<file path="src/rtl/fetch_unit.sv">
// Instruction fetch stage: loads the next PC, runs a req/ack read against instruction
// memory and holds the fetched word, tagged with its PC, for decode under valid/ready.
module fetch_unit #(
  parameter logic [31:0] RESET_PC = 32'd0,
  parameter int          DATA_W   = 32
) (
  input  logic              clock,
  input  logic              reset,
  input  logic [31:0]       nextPC,
  input  logic              nextPCValid,
  output logic              pcReady,
  output logic [31:0]       memAddr,
  output logic              memReq,
  input  logic              memAck,
  input  logic [DATA_W-1:0] memData,
  output logic [DATA_W-1:0] instr,
  output logic [31:0]       instrPC,
  output logic              instrValid,
  input  logic              instrReady,
  input  logic              flush,
  output logic [31:0]       fetchCount
);

  typedef enum logic [1:0] {IDLE, REQ, DROP, HOLD} state_t;

  state_t      state, next_state;
  logic [31:0] cur_pc;
  logic        load_pc;
  logic        capture;
  logic        handshake;

  function automatic logic [31:0] inc_wrap(input logic [31:0] val);
    return val + 32'd1;
  endfunction

  always_ff @(posedge clock) begin
    if (reset) state <= REQ;
    else       state <= next_state;
  end

  always_comb begin
    next_state = state;
    load_pc    = 1'b0;
    capture    = 1'b0;
    handshake  = 1'b0;
    case (state)
      IDLE: begin
        if (nextPCValid) begin
          load_pc    = 1'b1;
          next_state = REQ;
        end
      end
      REQ: begin
        if (memAck) begin
          if (!flush) begin
            capture    = 1'b1;
            next_state = HOLD;
          end else begin
            next_state = IDLE;
          end
        end else if (flush) begin
          next_state = DROP;
        end
      end
      DROP: begin
        // The read already issued must complete before the bus is free again.
        if (memAck) next_state = IDLE;
      end
      HOLD: begin
        handshake = instrReady & ~flush;
        if (instrReady | flush) begin
          if (nextPCValid) begin
            load_pc    = 1'b1;
            next_state = REQ;
          end else begin
            next_state = IDLE;
          end
        end
      end
      default: next_state = IDLE;
    endcase
  end

  always_ff @(posedge clock) begin
    if (reset) begin
      cur_pc     <= RESET_PC;
      instr      <= '0;
      instrPC    <= '0;
      fetchCount <= '0;
    end else begin
      if (load_pc) cur_pc <= nextPC;
      if (capture) begin
        instr   <= memData;
        instrPC <= cur_pc;
      end
      if (handshake) fetchCount <= inc_wrap(fetchCount);
    end
  end

  assign memReq     = (state == REQ) || (state == DROP);
  assign memAddr    = cur_pc;
  assign instrValid = (state == HOLD) && !flush;
  assign pcReady    = (state == IDLE) || ((state == HOLD) && (instrReady || flush));

endmodule

</file>
<file path="config.mk">
export PLATFORM = sky130hd
export DESIGN_NAME = fetch_unit
export DESIGN_NICKNAME = d
export VERILOG_FILES = /design/src/rtl/fetch_unit.sv
export SDC_FILE = /design/constraint.sdc
export NUM_CORES = 1
export LEC_CHECK = 0
export ABC_CLOCK_PERIOD_IN_PS = 4300
export CORE_UTILIZATION = 31
export CTS_CLUSTER_SIZE = 20
export DETAILED_ROUTE_END_ITERATION = 12
export HOLD_SLACK_MARGIN = 0.02
export PLACE_DENSITY_LB_ADDON = 0.2
export SLEW_MARGIN = 20
export SYNTH_ARGS = -nofsm -noshare
export SYNTH_HDL_FRONTEND = slang
export SYNTH_SLANG_ARGS = --single-unit
export TNS_END_PERCENT = 5
</file>
<file path="constraint.sdc">
create_clock -name clock -period 4.3 [get_ports clock]
set_clock_uncertainty 0.15 [all_clocks]
set_input_delay 0.43 -clock clock [delete_from_list [all_inputs] [get_ports clock]]
set_output_delay 0.43 -clock clock [all_outputs]
set_load 0.03 [all_outputs]
</file>
==> flow_results.org, run 1 <==
** Timing
- Setup repair after global routing missed its margin :: no
- Hold Fails Final Rpt :: 0
- The number of slew-limit violations in the final report came to 0.
- Setup violations remaining at the end of the flow were counted as 0.
- Clock period minus final worst setup slack :: 2.748 ns
- For the final routed database, the setup TNS stands at 0 ns.
- For the pin with the worst max-slew slack, the measured transition is 1.021 ns.
- Timing would allow up to 363.9 MHz.
- Worst slew slack as a fraction of its limit :: 31.91%
- The worst path uses 63.91% of the clock period.

** Yosys
- Post-synth EDFFs :: 0
- Main flop type after synthesis :: sky130_fd_sc_hd__dfxtp_1
- For this run, asynchronously set or reset flops after synthesis account for 0%.
- Post-synthesis instance area :: 5085 µm²
- Post-synthesis net count :: 710
- Sequential area share after synthesis :: 51.18%
- For this run, the number of Yosys warnings is 0.
- Library cells used by synthesis :: 41
- Post-Synthesis Cells :: 634
- Total of flip-flops plus latches after synthesis :: 130
- Averaged over all synthesized cells, the footprint is 8.020 µm².

** Clock tree
- Clk root buf :: sky130_fd_sc_hd__clkbuf_16
- Max Root-Sink Buffers :: 2
- Post-CTS Hold Fix Bufs :: 0
- The tree built by TritonCTS fans out to 130 sinks.
- Buffers inserted during clock tree synthesis total 17.
- The later pin in the worst-skew pair is clocked with a latency of 0.41 ns.
- Clock-pin slew was measured on the worst setup and hold paths at 0.05 ns.
- After clock tree synthesis, the setup repair step added 0 buffers.
- H-tree level count :: 4
- Number of instances resized during post-cts repair :: 0
- CTS tree :: built

** GRT
- The layer flagged by global routing as most heavily used is met2.
- GRT Util Overall :: 18.42%
- Met3 usage in global routing :: 7.954%
- Global-route wire length before repair :: 23960 µm
- Initial antenna violation count :: 0
- Global routing consumed, on the met2 layer, 30.10% of the routing resources.
- Overall overflow remaining after global route :: 0
- Maximum number of pins on one net before global-route repair :: 98
- Vias in the first global route :: 4817
- Global-route track usage on met1 :: 20.98%

** Setup path
- Element type at the critical path end :: output port
- Across all register-to-register paths, the minimum setup slack is 1.78 ns.
- Largest stage delay on the critical path :: 0.61 ns
- CP Max Fanout :: 8
- CP Depth :: 4
- Data arrival time of the worst path :: 2.17 ns
- STA classifies the critical path startpoint as a primary input.
- Top Family by Delay on Critical Path :: buffers and inverters
- Master of the slowest instance on the critical path :: sky130_fd_sc_hd__clkdlybuf4s50_1
- Required time at the worst-slack endpoint :: 3.72 ns
- The critical path starts at instrReady.
- WS Path Type :: in -> out
- In this run the critical register-to-register path is launched from state[1].
- The worst register-to-register path ends at fetchCount[31].
- The critical path goes through clkdlybuf4s50_1 > o21ai_0 > nand2_1 > clkdlybuf4s50_1.
- Among the stages of the critical path, the cell type that occurs most often is sky130_fd_sc_hd__clkdlybuf4s50_1.
- Count of cells along the worst register-to-register path :: 5
- Total buffers and inverters traversed by the critical path :: 2

** Finish
- Number of nets in the finished design :: 894
- Share of post-route cells with drive strength above 1 :: 5.535%
- Final-layout fill cell count :: 1568
- Final non-filler cell total :: 1047
- Number of inserted diodes :: 0
- Layout area overhead :: 54.85%

** Route
- Across all layers, the routed design uses 5012 vias.
- Routed length per placed instance :: 14.68 µm
- Number of vias per cell after detailed routing :: 4.787
- Detailed-route wire length :: 15370 µm
- DRC viols :: 0
- The first detailed-routing pass ran for 4 iterations.
- In this run, the number of DRC markers left after iteration 0 of detailed routing was 236.
- Count of antenna-violating nets left after detailed routing :: 0

** Placed design
- Port Buffers :: 200
- At the end of routability-driven placement, the weighted congestion stood at 0.7822.
- Cell Count Post-Placement :: 1015
- Post-detail-place hpwl :: 10450 µm

** Job
- Max-cap violations in this run came to 0.

** Die
- The floorplan step defined a core boundary enclosing 15940 µm².
- The initial utilization of the core area, before any placement, comes to 31.89%.
- Width of the die :: 130.1 µm
- Area of the die :: 16920 µm²
- Count of standard-cell rows :: 46
- Number of primary I/O pins :: 201
- The die is 130.1 µm tall.

** Hold path
- The worst hold path belongs to the class reg -> reg.
- The worst hold path begins at instrPC[26].
- Destination of the worst hold path :: instrPC[26]
- The worst hold path was traced through 2 stages.

** Pwr
- For this design the ratio of total power to cell area is 475.2 nW/µm².
- Summed over all cells, the static leakage comes to 2.668 nW.
- Maximum resistive drop on vdd :: 282.8 µV
- The design draws 3.742 mW.

** Run status
- Result of the run :: finished, final reports clean
-- worst max-delay path by stage --
stage	endpoint	slack, ns
2_1_floorplan	fetchCount[30]	1.77
3_3_place_gp	fetchCount[28]	1.49
3_5_place_dp	fetchCount[28]	1.43
4_1_cts	pcReady	1.56
5_1_grt	pcReady	1.43
6_report	pcReady	1.55
-- area by class of cell --
class / count / area (µm²) / area share (%)
Timing Repair Buffer: 205 / 2037 / 25.87
Clock inverter: 9 / 151.4 / 1.923
Multi-Input combinational cell: 454 / 2287 / 29.05
Inverter: 10 / 37.54 / 0.4767
Tap cell: 216 / 270.3 / 3.432
Sequential cell: 130 / 2603 / 33.05
Clock buffer: 23 / 488.0 / 6.197
-- cell families after synthesis --
logic type | count (synthesis) | synth area share, %
xor gates and xnor gates | 10 | 1.722
buffers and inverters | 50 | 3.986
adders and majority gates | 6 | 1.476
DFF | 130 | 51.18
muxes | 4 | 0.8858
AOI/OAI and AO/OA | 141 | 14.99
and+or+nand+nor | 293 | 25.76
-- power by group --
part	total (mW)	internal (mW)	switching [mW]	leakage, nW
registers	1.35	1.29	0.0582	1.05
logic	0.833	0.320	0.513	1.30
clock network	1.56	1.03	0.526	0.313
-- Yosys cell counts, types with 2 or more instances --
cell / number / area (µm²)
sky130_fd_sc_hd__nand3_1: 13 / 65.06
sky130_fd_sc_hd__nor2b_1: 7 / 43.79
sky130_fd_sc_hd__xnor2_1: 6 / 52.55
sky130_fd_sc_hd__nor2_1: 14 / 52.55
sky130_fd_sc_hd__and3_1: 3 / 18.77
sky130_fd_sc_hd__xor2_1: 4 / 35.03
sky130_fd_sc_hd__o21ai_0: 4 / 20.02
sky130_fd_sc_hd__buf_1: 6 / 22.52
sky130_fd_sc_hd__nor4_1: 4 / 25.02
sky130_fd_sc_hd__nand4_1: 8 / 50.05
sky130_fd_sc_hd__nand2_1: 211 / 792.0
sky130_fd_sc_hd__o31ai_1: 12 / 90.09
sky130_fd_sc_hd__buf_6: 2 / 22.52
sky130_fd_sc_hd__inv_1: 10 / 37.54
sky130_fd_sc_hd__a21oi_1: 117 / 585.6
sky130_fd_sc_hd__a21o_1: 2 / 15.01
sky130_fd_sc_hd__or3_1: 3 / 18.77
sky130_fd_sc_hd__dfxtp_1: 130 / 2603
sky130_fd_sc_hd__and4_1: 4 / 35.03
sky130_fd_sc_hd__nor3_1: 3 / 15.01
sky130_fd_sc_hd__ha_1: 6 / 75.07
sky130_fd_sc_hd__mux2_1: 3 / 33.78
sky130_fd_sc_hd__or4_1: 13 / 97.59
sky130_fd_sc_hd__clkbuf_1: 32 / 120.1
-- tightest hold or removal path, delay by kind of cell (launching register included) --
kind             cells  cell delay (ns)
flip-flops           1             0.30
AO/OA/AOI/OAI        1             0.05
AND/OR/NAND/NOR      1             0.05
-- stage by stage --
step / utilization, % / worst slack, ns / cell area, µm² / hold slack, ns
final: 49.39 / 1.552 / 7874 / 0.3015
after detailed placement: 45.38 / 1.427 / 7234 / 0.2959
after floorplan: - / 1.773 / 5085 / 0.4160
after global placement: 45.38 / 1.486 / 7234 / 0.2926
after CTS: 49.39 / 1.562 / 7874 / 0.3036
after global routing: 49.39 / 1.431 / 7874 / 0.3264
-- cell usage in the layout, fill, tap and decap left out, types with 4 or more instances in the layout --
master	netlist	layout
sky130_fd_sc_hd__clkbuf_8	0	4
sky130_fd_sc_hd__o21ai_0	4	4
sky130_fd_sc_hd__nand3_1	13	13
sky130_fd_sc_hd__and4_1	4	4
sky130_fd_sc_hd__inv_1	10	10
sky130_fd_sc_hd__or4_1	13	13
sky130_fd_sc_hd__xor2_1	4	4
sky130_fd_sc_hd__nand4_1	8	8
sky130_fd_sc_hd__nor4_1	4	4
sky130_fd_sc_hd__o31ai_1	12	12
sky130_fd_sc_hd__buf_4	0	6
sky130_fd_sc_hd__a21oi_1	117	117
sky130_fd_sc_hd__ha_1	6	6
sky130_fd_sc_hd__nor2b_1	7	7
sky130_fd_sc_hd__nor2_1	14	14
sky130_fd_sc_hd__bufinv_16	0	4
sky130_fd_sc_hd__clkbuf_16	0	17
sky130_fd_sc_hd__xnor2_1	6	6
sky130_fd_sc_hd__clkdlybuf4s50_1	0	199
sky130_fd_sc_hd__nand2_1	211	210
sky130_fd_sc_hd__dfxtp_1	130	130
-- sequential cells by signal, indices dropped and copies added, names as in the netlist --
name,flops
fetchCount,32
instrPC,32
state,2
instr,32
memAddr,32
-- metal layers --
layer  vias up  part of all wire [%]
met1      2328                    42
met5         -                     0
li1       2510                     -
met3        17                   8.9
met2       157                    47
met4         0                   1.8
Power figures use the tool's default switching activity.
==> run 2, diff against run 1 <==
--- a/config.mk
+++ b/config.mk
@@ -5,7 +5,7 @@
 export SDC_FILE = /design/constraint.sdc
 export NUM_CORES = 1
 export LEC_CHECK = 0
-export ABC_CLOCK_PERIOD_IN_PS = 4300
+export ABC_CLOCK_PERIOD_IN_PS = 2500
 export CORE_UTILIZATION = 31
 export CTS_CLUSTER_SIZE = 20
 export DETAILED_ROUTE_END_ITERATION = 12
==> constraint.sdc (replaced) <==
create_clock -name clock -period 2.5 [get_ports clock]
set_clock_uncertainty 0.15 [all_clocks]
set_input_delay 0.25 -clock clock [delete_from_list [all_inputs] [get_ports clock]]
set_output_delay 0.25 -clock clock [all_outputs]
set_load 0.03 [all_outputs]
==> flow_results.org, run 2 (synthesized netlist as in run 1, its figures left out) <==
** Clock tree
- Worst-skew pair later-pin latency :: 0.42 ns
- Max Root-Sink Buffers :: 2
- CTS sink count :: 130
- Clock slew seen by the registers of the worst setup and hold paths :: 0.06 ns
- In this run the clock root is driven by a sky130_fd_sc_hd__clkbuf_16.
- TritonCTS built the clock tree.
- In this run, CTS created clock tree buffers numbering 17.
- Number of post-CTS setup repair buffers :: 0
- The clock tree synthesis step divided the H-tree into 4 levels.

** Timing
- Setup repair after global routing missed its margin :: no
- Number of pins with negative max-slew slack in the final report :: 0
- Counting I/O delays and the setup requirement, the final critical path takes 2.335 ns.
- Timing would allow up to 428.2 MHz.
- Period utilization :: 93.42%
- Setup TNS :: 0 ns
- Hold Fails Final Rpt :: 0
- For the pin with the worst max-slew slack, the measured transition is 0.5732 ns.
- Setup violations remaining at the end of the flow were counted as 0.
- Measured against its own limit, the worst slew margin works out to 61.78%.

** Setup path
- The startpoint identified for the worst register-to-register timing path is state[0].
- For the worst setup path, the data required time is 2.70 ns.
- In this run the worst path has a maximum fanout of 17.
- The worst setup path is of the reg -> reg kind.
- Element type at the critical path start :: register
- The worst register-to-register path has a setup slack of 0.16 ns.
- Data arrives at the worst endpoint at 2.53 ns.
- Worst setup startpoint :: state[0]
- STA classifies the critical path endpoint as a register.

** Pwr
- In this run, flip-flops and latches consume 37.8% of the power.
- Net switching is 31.32% of the power.
- Across the VDD grid, the largest voltage drop is 432.9 µV.
- Leakage dissipation :: 2.716 nW
- The internal power of the cells totals 4.237 mW.
- Combinational share of power :: 24.3%
- Clock network fraction of design power :: 37.9%
- Net switching power of the design :: 1.932 mW
- Pwr Density :: 776.3 nW/µm²

** Finish
- Number of inserted diodes :: 0
- Number of nets in the finished design :: 905
- The library cell used most frequently in the layout, excluding fill and tap cells, is sky130_fd_sc_hd__nand2_1.
- The multi-input combinational cells in the finished layout cover a total of 2297 µm².
- The post-route netlist has 7.363% of its cells at a drive strength greater than 1.
- Compared with the post-synthesis result, the final layout area differs by 56.27%.
- Register Area :: 2605 µm²
- The layout has 1518 filler cells.
- Leading cell types in the layout, fill and taps excluded :: 210 x sky130_fd_sc_hd__nand2_1, 197 x sky130_fd_sc_hd__clkdlybuf4s50_1, 128 x sky130_fd_sc_hd__dfxtp_1
- Leaving out filler cells and counting taps, the final layout contains 1058.

** Route
- After detailed routing, the average wire length per cell comes to 14.83 µm.
- For this block, the routed nets add up to 15690 µm of wire.
- Count of antenna-violating nets left after detailed routing :: 0
- The first detailed-routing pass ran for 5 iterations.
- In the routed layout, each cell is associated on average with a via count of 4.832.
- For this block, wires on met1 add up to 6609 µm.
- After detailed routing, the number of remaining DRC violations is 0.
- Drt first-iter violations :: 240
- The routed design uses 7449 µm of met2 wire.
- Summed over all nets, wire length on met3 after detailed routing comes to 1405 µm.
- The highest metal layer carrying signal wires in the routed design is met4.
- Vias :: 5112

** Die
- In this run the vertical extent of the chip is 130.1 µm.
- The region available for standard cell placement spans 15940 µm².
- For this configuration, the core starts out at a cell density of 31.89%.
- The die covers 16920 µm².
- Number of primary I/O pins :: 201
- The die is 130.1 µm wide.
- Count of standard-cell rows :: 46

** GRT
- Global-route wire length before repair :: 24890 µm
- GRT Util Overall :: 19.02%
- The number of antenna violations at the first check in global routing was 0.
- Overall overflow remaining after global route :: 0
- Entering global routing, the biggest net connects 58 pins.
- The via count of the first global-routing pass was 4922.

** Hold path
- The startpoint identified for the worst hold timing path is reset.
- The min-delay analysis places its worst path in the category in -> reg.

** Run status
- The flow ran to the end, and the final reports show no timing, DRC or antenna violations.

** Placed design
- Buffers placed on the I/O ports in this run total 200.
- Post-detail-place hpwl :: 10860 µm
- At the end of routability-driven placement, the weighted congestion stood at 0.7951.
- Cell Count Post-Placement :: 1026

** Job
- Maximum Capacitance Violations :: 0
==> run 2: cell types whose count changed in the layout (fill, tap and decap cells not counted), moves of 3 or more <==
cell,before,now
sky130_fd_sc_hd__buf_4,6,13
sky130_fd_sc_hd__clkinv_4,1,4
sky130_fd_sc_hd__buf_12,0,4
sky130_fd_sc_hd__bufinv_16,4,1
==> run 2: what timing repair did <==
action | CTS | global route
resized for setup | 1 | 2
setup endpoints to repair | 1 | 3
hold buffers | 0 | 0
==> run 2: through the flow <==
step	hold slack [ns]	area, µm²	setup WS [ns]	power (mW)	util, %
floorplan	0.2360	5087	0.1155	3.199	-
global placement	0.2921	7377	0.05367	3.851	46.27
detailed placement	0.2985	7377	0.02387	3.887	46.27
CTS	0.1602	7941	0.04520	6.249	49.81
global route	0.1800	7946	0.03594	6.463	49.84
finish	0.1731	7946	0.1646	6.169	49.84
==> run 2: layout make-up <==
class / count / area share (%)
inverter: 10 / 0.4724
timing repair buffer: 216 / 27.32
sequential: 130 / 32.78
clock buffer: 19 / 5.700
clock inverter: 13 / 1.417
multi-input combinational: 454 / 28.91
tap: 216 / 3.401
==> run 2: critical path, stage by stage (launching register included) <==
cell                       delay [ns]
sky130_fd_sc_hd__dfxtp_1         0.39
sky130_fd_sc_hd__ha_2            0.28
sky130_fd_sc_hd__nand4b_4        0.12
sky130_fd_sc_hd__or4_4           0.64
sky130_fd_sc_hd__or4_1           0.54
sky130_fd_sc_hd__a21oi_1         0.14
==> run 2: layer usage <==
layer  track usage [%]  vias to the layer above
met2             31.41                      155
met5                 0                        -
met4             6.498                        0
li1                  -                     2531
met1             21.77                     2406
met3             8.487                       20
==> run 2: path summary, 6_finish.rpt <==
kind / to / cells past startpoint
worst max register to register: fetchCount[28] / 5
worst min-delay path: fetchCount[10] / 2
worst min register to register: instrPC[29] / 2
worst max-delay path: fetchCount[28] / 5
==> run 2: power by group through the flow <==
stage | clock (mW) | sequential [mW] | combinational, mW
floorplan | 0 | 2.62 | 0.574
global placement | 0 | 2.36 | 1.49
detailed placement | 0 | 2.37 | 1.51
CTS | 2.40 | 2.33 | 1.52
global route | 2.49 | 2.35 | 1.62
finish | 2.34 | 2.33 | 1.50
==> run 3, diff against run 2 <==
--- a/config.mk
+++ b/config.mk
@@ -7,6 +7,7 @@
 export LEC_CHECK = 0
 export ABC_CLOCK_PERIOD_IN_PS = 2500
 export CORE_UTILIZATION = 31
+export CTS_BUF_LIST = sky130_fd_sc_hd__clkbuf_8 sky130_fd_sc_hd__clkbuf_16
 export CTS_CLUSTER_SIZE = 20
 export DETAILED_ROUTE_END_ITERATION = 12
 export HOLD_SLACK_MARGIN = 0.02
==> results of run 3 <==
Final layout, timing and power as in run 2 (identical DEF).
